==> src/rtl/barrel_pkg.sv <==
// Shared encodings for the pipelined barrel shifter: shift modes and direction.
package barrel_pkg;

  localparam logic [1:0] MODE_LOG = 2'b00;
  localparam logic [1:0] MODE_ARI = 2'b01;
  localparam logic [1:0] MODE_ROT = 2'b10;
  localparam logic [1:0] MODE_RSV = 2'b11;

  localparam logic DIR_LEFT  = 1'b1;
  localparam logic DIR_RIGHT = 1'b0;

endpackage

==> src/rtl/shift_stage.sv <==
// Combinational shift/rotate by a fixed amount K, applied only when en is set.
module shift_stage
  import barrel_pkg::*;
#(
  parameter int WIDTH = 8,
  parameter int K     = 1
) (
  input  logic [WIDTH-1:0] data,
  input  logic             en,
  input  logic             dir,
  input  logic [1:0]       mode,
  output logic [WIDTH-1:0] result
);

  logic fill;

  always_comb begin
    fill   = (mode == MODE_ARI) && data[WIDTH-1];
    result = data;
    if (en) begin
      if (mode == MODE_ROT) begin
        if (dir == DIR_LEFT) result = {data[WIDTH-K-1:0], data[WIDTH-1 -: K]};
        else                 result = {data[K-1:0], data[WIDTH-1:K]};
      end else begin
        // Arithmetic left is logical left; reserved mode falls through as logical.
        if (dir == DIR_LEFT) result = {data[WIDTH-K-1:0], {K{1'b0}}};
        else                 result = {{K{fill}}, data[WIDTH-1:K]};
      end
    end
  end

endmodule

==> src/rtl/barrel_shift_pipe.sv <==
// Pipelined barrel shifter: one stage per shift-amount bit, largest shift first,
// with a single global advance enable providing valid/ready backpressure.
module barrel_shift_pipe
  import barrel_pkg::*;
#(
  parameter  int WIDTH = 8,
  localparam int SHW   = $clog2(WIDTH)
) (
  input  logic             clk,
  input  logic             rst,
  input  logic             in_valid,
  output logic             in_ready,
  input  logic [WIDTH-1:0] in_data,
  input  logic [SHW-1:0]   in_shamt,
  input  logic             in_dir,
  input  logic [1:0]       in_mode,
  output logic             out_valid,
  input  logic             out_ready,
  output logic [WIDTH-1:0] out_data,
  output logic             out_zero
);

  // Handshake: a transfer happens on a rising edge where valid and ready are
  // both high on the same side; the whole pipe moves together when adv is high.
  logic adv;

  logic [WIDTH-1:0] data_q  [1:SHW];
  logic [SHW-1:0]   shamt_q [1:SHW];
  logic             dir_q   [1:SHW];
  logic [1:0]       mode_q  [1:SHW];
  logic             valid_q [1:SHW];
  logic             zero_q;

  logic [WIDTH-1:0] src_data  [0:SHW-1];
  logic [SHW-1:0]   src_shamt [0:SHW-1];
  logic             src_dir   [0:SHW-1];
  logic [1:0]       src_mode  [0:SHW-1];
  logic             src_valid [0:SHW-1];
  logic [WIDTH-1:0] shifted   [1:SHW];

  assign out_valid = valid_q[SHW];
  assign out_data  = data_q[SHW];
  assign out_zero  = zero_q;
  assign adv       = !out_valid || out_ready;
  assign in_ready  = adv;

  always_comb begin
    src_data[0]  = in_data;
    src_shamt[0] = in_shamt;
    src_dir[0]   = in_dir;
    src_mode[0]  = in_mode;
    src_valid[0] = in_valid;
    for (int i = 1; i < SHW; i++) begin
      src_data[i]  = data_q[i];
      src_shamt[i] = shamt_q[i];
      src_dir[i]   = dir_q[i];
      src_mode[i]  = mode_q[i];
      src_valid[i] = valid_q[i];
    end
  end

  // Stage k consumes shamt bit SHW-k, i.e. a fixed shift of 2**(SHW-k).
  for (genvar k = 1; k <= SHW; k++) begin : g_stage
    shift_stage #(
      .WIDTH (WIDTH),
      .K     (1 << (SHW - k))
    ) u_stage (
      .data   (src_data[k-1]),
      .en     (src_shamt[k-1][SHW-k]),
      .dir    (src_dir[k-1]),
      .mode   (src_mode[k-1]),
      .result (shifted[k])
    );
  end

  always_ff @(posedge clk or posedge rst) begin
    if (rst) begin
      for (int i = 1; i <= SHW; i++) begin
        valid_q[i] <= 1'b0;
        data_q[i]  <= '0;
        shamt_q[i] <= '0;
        dir_q[i]   <= 1'b0;
        mode_q[i]  <= MODE_LOG;
      end
      zero_q <= 1'b0;
    end else if (adv) begin
      for (int i = 1; i <= SHW; i++) begin
        valid_q[i] <= src_valid[i-1];
        data_q[i]  <= shifted[i];
        shamt_q[i] <= src_shamt[i-1];
        dir_q[i]   <= src_dir[i-1];
        mode_q[i]  <= src_mode[i-1];
      end
      // Zero flag is registered alongside the result and forced low for bubbles.
      zero_q <= src_valid[SHW-1] && (shifted[SHW] == '0);
    end
  end

endmodule
==> config.mk <==
export PLATFORM = sky130hd
export DESIGN_NAME = barrel_shift_pipe
export DESIGN_NICKNAME = d
export VERILOG_FILES = /design/src/rtl/barrel_pkg.sv /design/src/rtl/shift_stage.sv /design/src/rtl/barrel_shift_pipe.sv
export SDC_FILE = /design/constraint.sdc
export NUM_CORES = 1
export LEC_CHECK = 0
export CAP_MARGIN = 40
export CORE_AREA = 10 10 76 78
export CTS_BUF_LIST = sky130_fd_sc_hd__clkbuf_8 sky130_fd_sc_hd__clkbuf_16
export CTS_CLUSTER_SIZE = 8
export DETAILED_ROUTE_END_ITERATION = 16
export DIE_AREA = 0 0 86 88
export PLACE_DENSITY = 0.79
export SETUP_SLACK_MARGIN = 0.3
export SYNTH_ARGS = -nofsm -noshare
export SYNTH_HDL_FRONTEND = slang
export SYNTH_SLANG_ARGS = --single-unit
==> constraint.sdc <==
create_clock -name clk -period 2.6 [get_ports clk]
set_input_delay 0.39 -clock clk [delete_from_list [all_inputs] [get_ports clk]]
set_output_delay 0.39 -clock clk [all_outputs]
set_load 0.05 [all_outputs]
==> summary.md <==
| Metric | Value |
|---|---|
| Remaining DRCs | `0` |
| Number of clock buffers inserted by TritonCTS | `5` |
| Switching share of total power | `42.5%` |
| Synthesized flop and latch total | `37` |
| Final layout net count | `259` |
| Area occupied by multi-input gates | `950 um^2` |
| Die span in x | `86 um` |
| Leakage | `0.00105 uW` |
| Final-layout setup total negative slack | `0 ps` |
| Mean routed wirelength per cell | `13.8 um` |
| Top library cells by usage in the layout, fill and taps aside | `nand2_1, dfrtp_1, clkdlybuf4s50_1` |
| Tightest hold margin | `470 ps` |
| Synth unique cells | `42` |
| Switching power summed over all nets | `1090 uW` |
| Synth-to-layout area growth | `16.6%` |
| Hold-fix buffer count after cts | `0` |
| Bufs and invs on worst path | `1` |
| Fill cell instance count of the final layout | `416` |
| Final wirelength | `4050 um` |
| Synth warn | `0` |
| Count of inserted antenna diode cells | `0` |
| Worst-margin pin slew | `610 ps` |
| Mux cell area share after synthesis | `6.58%` |
| Peak supply drop | `0.000341 V` |
| Type of the worst setup path | `flop to output port` |
| Total congestion overflow after global routing | `0` |
| Leading cell type in the layout, fill and taps excluded | `nand2_1` |
| Die boundary height | `88 um` |
| Cell area after placement | `2260 um^2` |
| Area of the die | `7570 um^2` |
| Number of gates resized after CTS | `0` |
| Maximum number of pins on one net before global-route repair | `41` |
| Number of antenna violations at the first check in global routing | `0` |
| Crit-path cells | `clkdlybuf4s50_1` |
| Delay of the slowest critical-path stage | `810 ps` |
| Share of the synthesized netlist area taken by xor and xnor gates | `0%` |
| Area taken by flip-flops and latches | `926 um^2` |
| Starting DRC count in detailed routing | `69` |
| DRT Pass-1 Iters | `4` |
| Gr usage total | `11.8%` |
| Worst-path cell with the longest stage delay | `clkdlybuf4s50_1` |
| Slew Limit Fails | `0` |
| Worst setup SP type | `flop` |
| Family with the most delay on the worst path | `buffers and inverters` |
| Share of flip-flops with an asynchronous set or reset after synthesis | `100%` |
| Count of standard-cell rows | `24` |
| Critical path data required time | `2210 ps` |
| Post-synth EDFFs | `0` |
| Worst clock skew on the final layout | `5.73 ps` |
| Total of endpoints with negative setup slack in the final report | `0` |
| Sinks on Clock Net | `37` |
| Setup ws final | `734 ps` |
| Total standard cell area after synthesis | `2010 um^2` |
| Antenna-violating nets left | `0` |
| Synthesized instance count | `225` |
| Clock transition at the register clock pins on the worst setup and hold paths after CTS | `70 ps` |
| Clock power share | `15.5%` |
| Post-layout minimum cycle time | `1870 ps` |
| Clk Tree Root Cell | `clkbuf_8` |
| Dominant combinational cell family by area after synthesis | `compound AO/OA/AOI/OAI gates` |
| Internal Dissipation | `1480 uW` |
| Initial Util | `46.9%` |
| Number of placed I/O pins | `29` |
| Worst slew slack as a fraction of its limit | `59.3%` |
| Number of hold violations in the final report | `0` |
| HPWL after detailed placement | `2950 um` |
| RSZ-0062 raised after global routing | `no` |
| Worst Path Arrival | `1480 ps` |
| Cell area power density | `1090 nW/um^2` |
| # Post-CTS Setup Buffers | `0` |
| Portion of the clock cycle consumed by the worst path in the final layout | `71.8%` |
| Placer's final routability congestion estimate | `0.764` |
| Adder and majority cell fraction of the synthesized area | `0%` |
| TritonCTS clock tree | `built` |
| Total design power | `2570 uW` |
| Number of buffers between clock root and the deepest sink | `2` |
| Highest clock frequency the design can meet | `536 MHz` |
| Critical Path End Type | `output port` |
| CTS HTree Levels | `2` |
| CP Max Fanout | `3` |
| Proportion of power drawn by combinational gates | `42.6%` |
| Net count after synthesis | `243` |
| Number of global-route vias before repair | `1,651` |
| MaxCap Viol Count | `0` |
| Compound-cell area share of the yosys netlist | `20.1%` |
| Sequential fraction of design power | `41.9%` |
| Share of the yosys chip area belonging to registers | `46.0%` |
| Basic-gate share of the synthesized area counting and, or, nand and nor cells | `20.1%` |
| Wire length of the first global-routing pass | `7370 um` |
| Dpl ws | `690 ps` |
| Most used flip-flop cell after synthesis | `dfrtp_1` |
| Hold WC Path Type | `flop to flop` |
| Fraction of final layout cells sized beyond drive strength 1 | `6.22%` |
| Core Box Area | `4290 um^2` |
| Count of vias placed by the detailed router | `1,601` |
| Clock Latency Late Sink | `290 ps` |
| Port bufs | `28` |
| Mean instance size in the synthesized netlist | `8.95 um^2` |
| Run status | `complete, no violations` |
| Post-Layout Inst Area | `2350 um^2` |
| Vias per Instance | `5.46` |
Yosys cell counts (all sizes together), types with 3 or more instances:
master	number	share of area, %
dfrtp	37	46
clkbuf	6	1.1
a31oi	3	0.93
a221oi	4	1.7
a211oi	6	2.2
o21ai	19	4.7
a21o	10	3.7
a311oi	4	2.0
mux2i	11	5.5
nand2	48	8.9
inv	4	0.75
nor2	20	3.7
buf	17	5.4
nor2b	7	2.2
power by group through the flow:
stage,sequential (uW),combinational [uW],clock (uW)
2_1_floorplan,976,977,0
3_3_place_gp,1070,1080,0
3_5_place_dp,1090,1100,0
4_1_cts,1080,1110,410
5_1_grt,1120,1210,438
6_report,1080,1090,399
routing by layer:
metal / wire, um / share of wire (%) / global-route usage [%]
met1: 1790 / 44 / 12.5
met2: 1970 / 49 / 20.8
met3: 246 / 6.1 / 4.92
met4: 46 / 1.1 / 3.59
met5: 0 / 0 / 0
state kept, by name, indices dropped and copies added, names as in the netlist:
| signal | cells |
|---|---|
| shamt_q | 3 |
| mode_q | 4 |
| data_q | 16 |
| src_valid | 2 |
| out_valid | 1 |
| out_data | 8 |
| out_zero | 1 |
| dir_q | 2 |
layout make-up:
type                            instances  area share, %
Timing Repair Buffer                   32           13.1
Multi-Input combinational cell        161           40.4
Sequential cell                        37           39.4
Clock buffer                            6           3.51
Inverter                                4          0.639
Clock inverter                          1          0.160
Tap cell                               52           2.77
path summary, 6_finish.rpt:
| kind | startpoint | end | slack (ps) | cells past startpoint |
|---|---|---|---|---|
| worst max-delay path | out_zero | out_zero | 730 | 1 |
| worst min-delay path | shamt_q[6] | shamt_q[6] | 470 | 2 |
| worst max register to register | dir_q[1] | out_zero | 840 | 4 |
| worst min register to register | shamt_q[6] | shamt_q[6] | 470 | 2 |
| max in group asynchronous | rst | data_q[16] | 1780 | 3 |
| min in group asynchronous | rst | shamt_q[6] | 500 | 3 |
tightest hold or removal path: stages (launching register included):
cell	delay, ps
dfrtp_1	340
nand2_1	50
nand2_1	50
kinds of logic (layout without fill, tap and decap cells):
logic type	count (synthesis)	in the layout
muxes	13	13
DFF	37	37
AOI/OAI and AO/OA	58	58
and+or+nand+nor	90	90
buffers and inverters	27	43
per-stage QoR:
| stage | util, % | std cells |
|---|---|---|
| 2_1_floorplan | - | 225 |
| 3_3_place_gp | 52.7 | 286 |
| 3_5_place_dp | 52.7 | 286 |
| 4_1_cts | 54.7 | 293 |
| 5_1_grt | 54.7 | 293 |
| 6_report | 54.7 | 293 |
(Power assumes the default switching activity.)
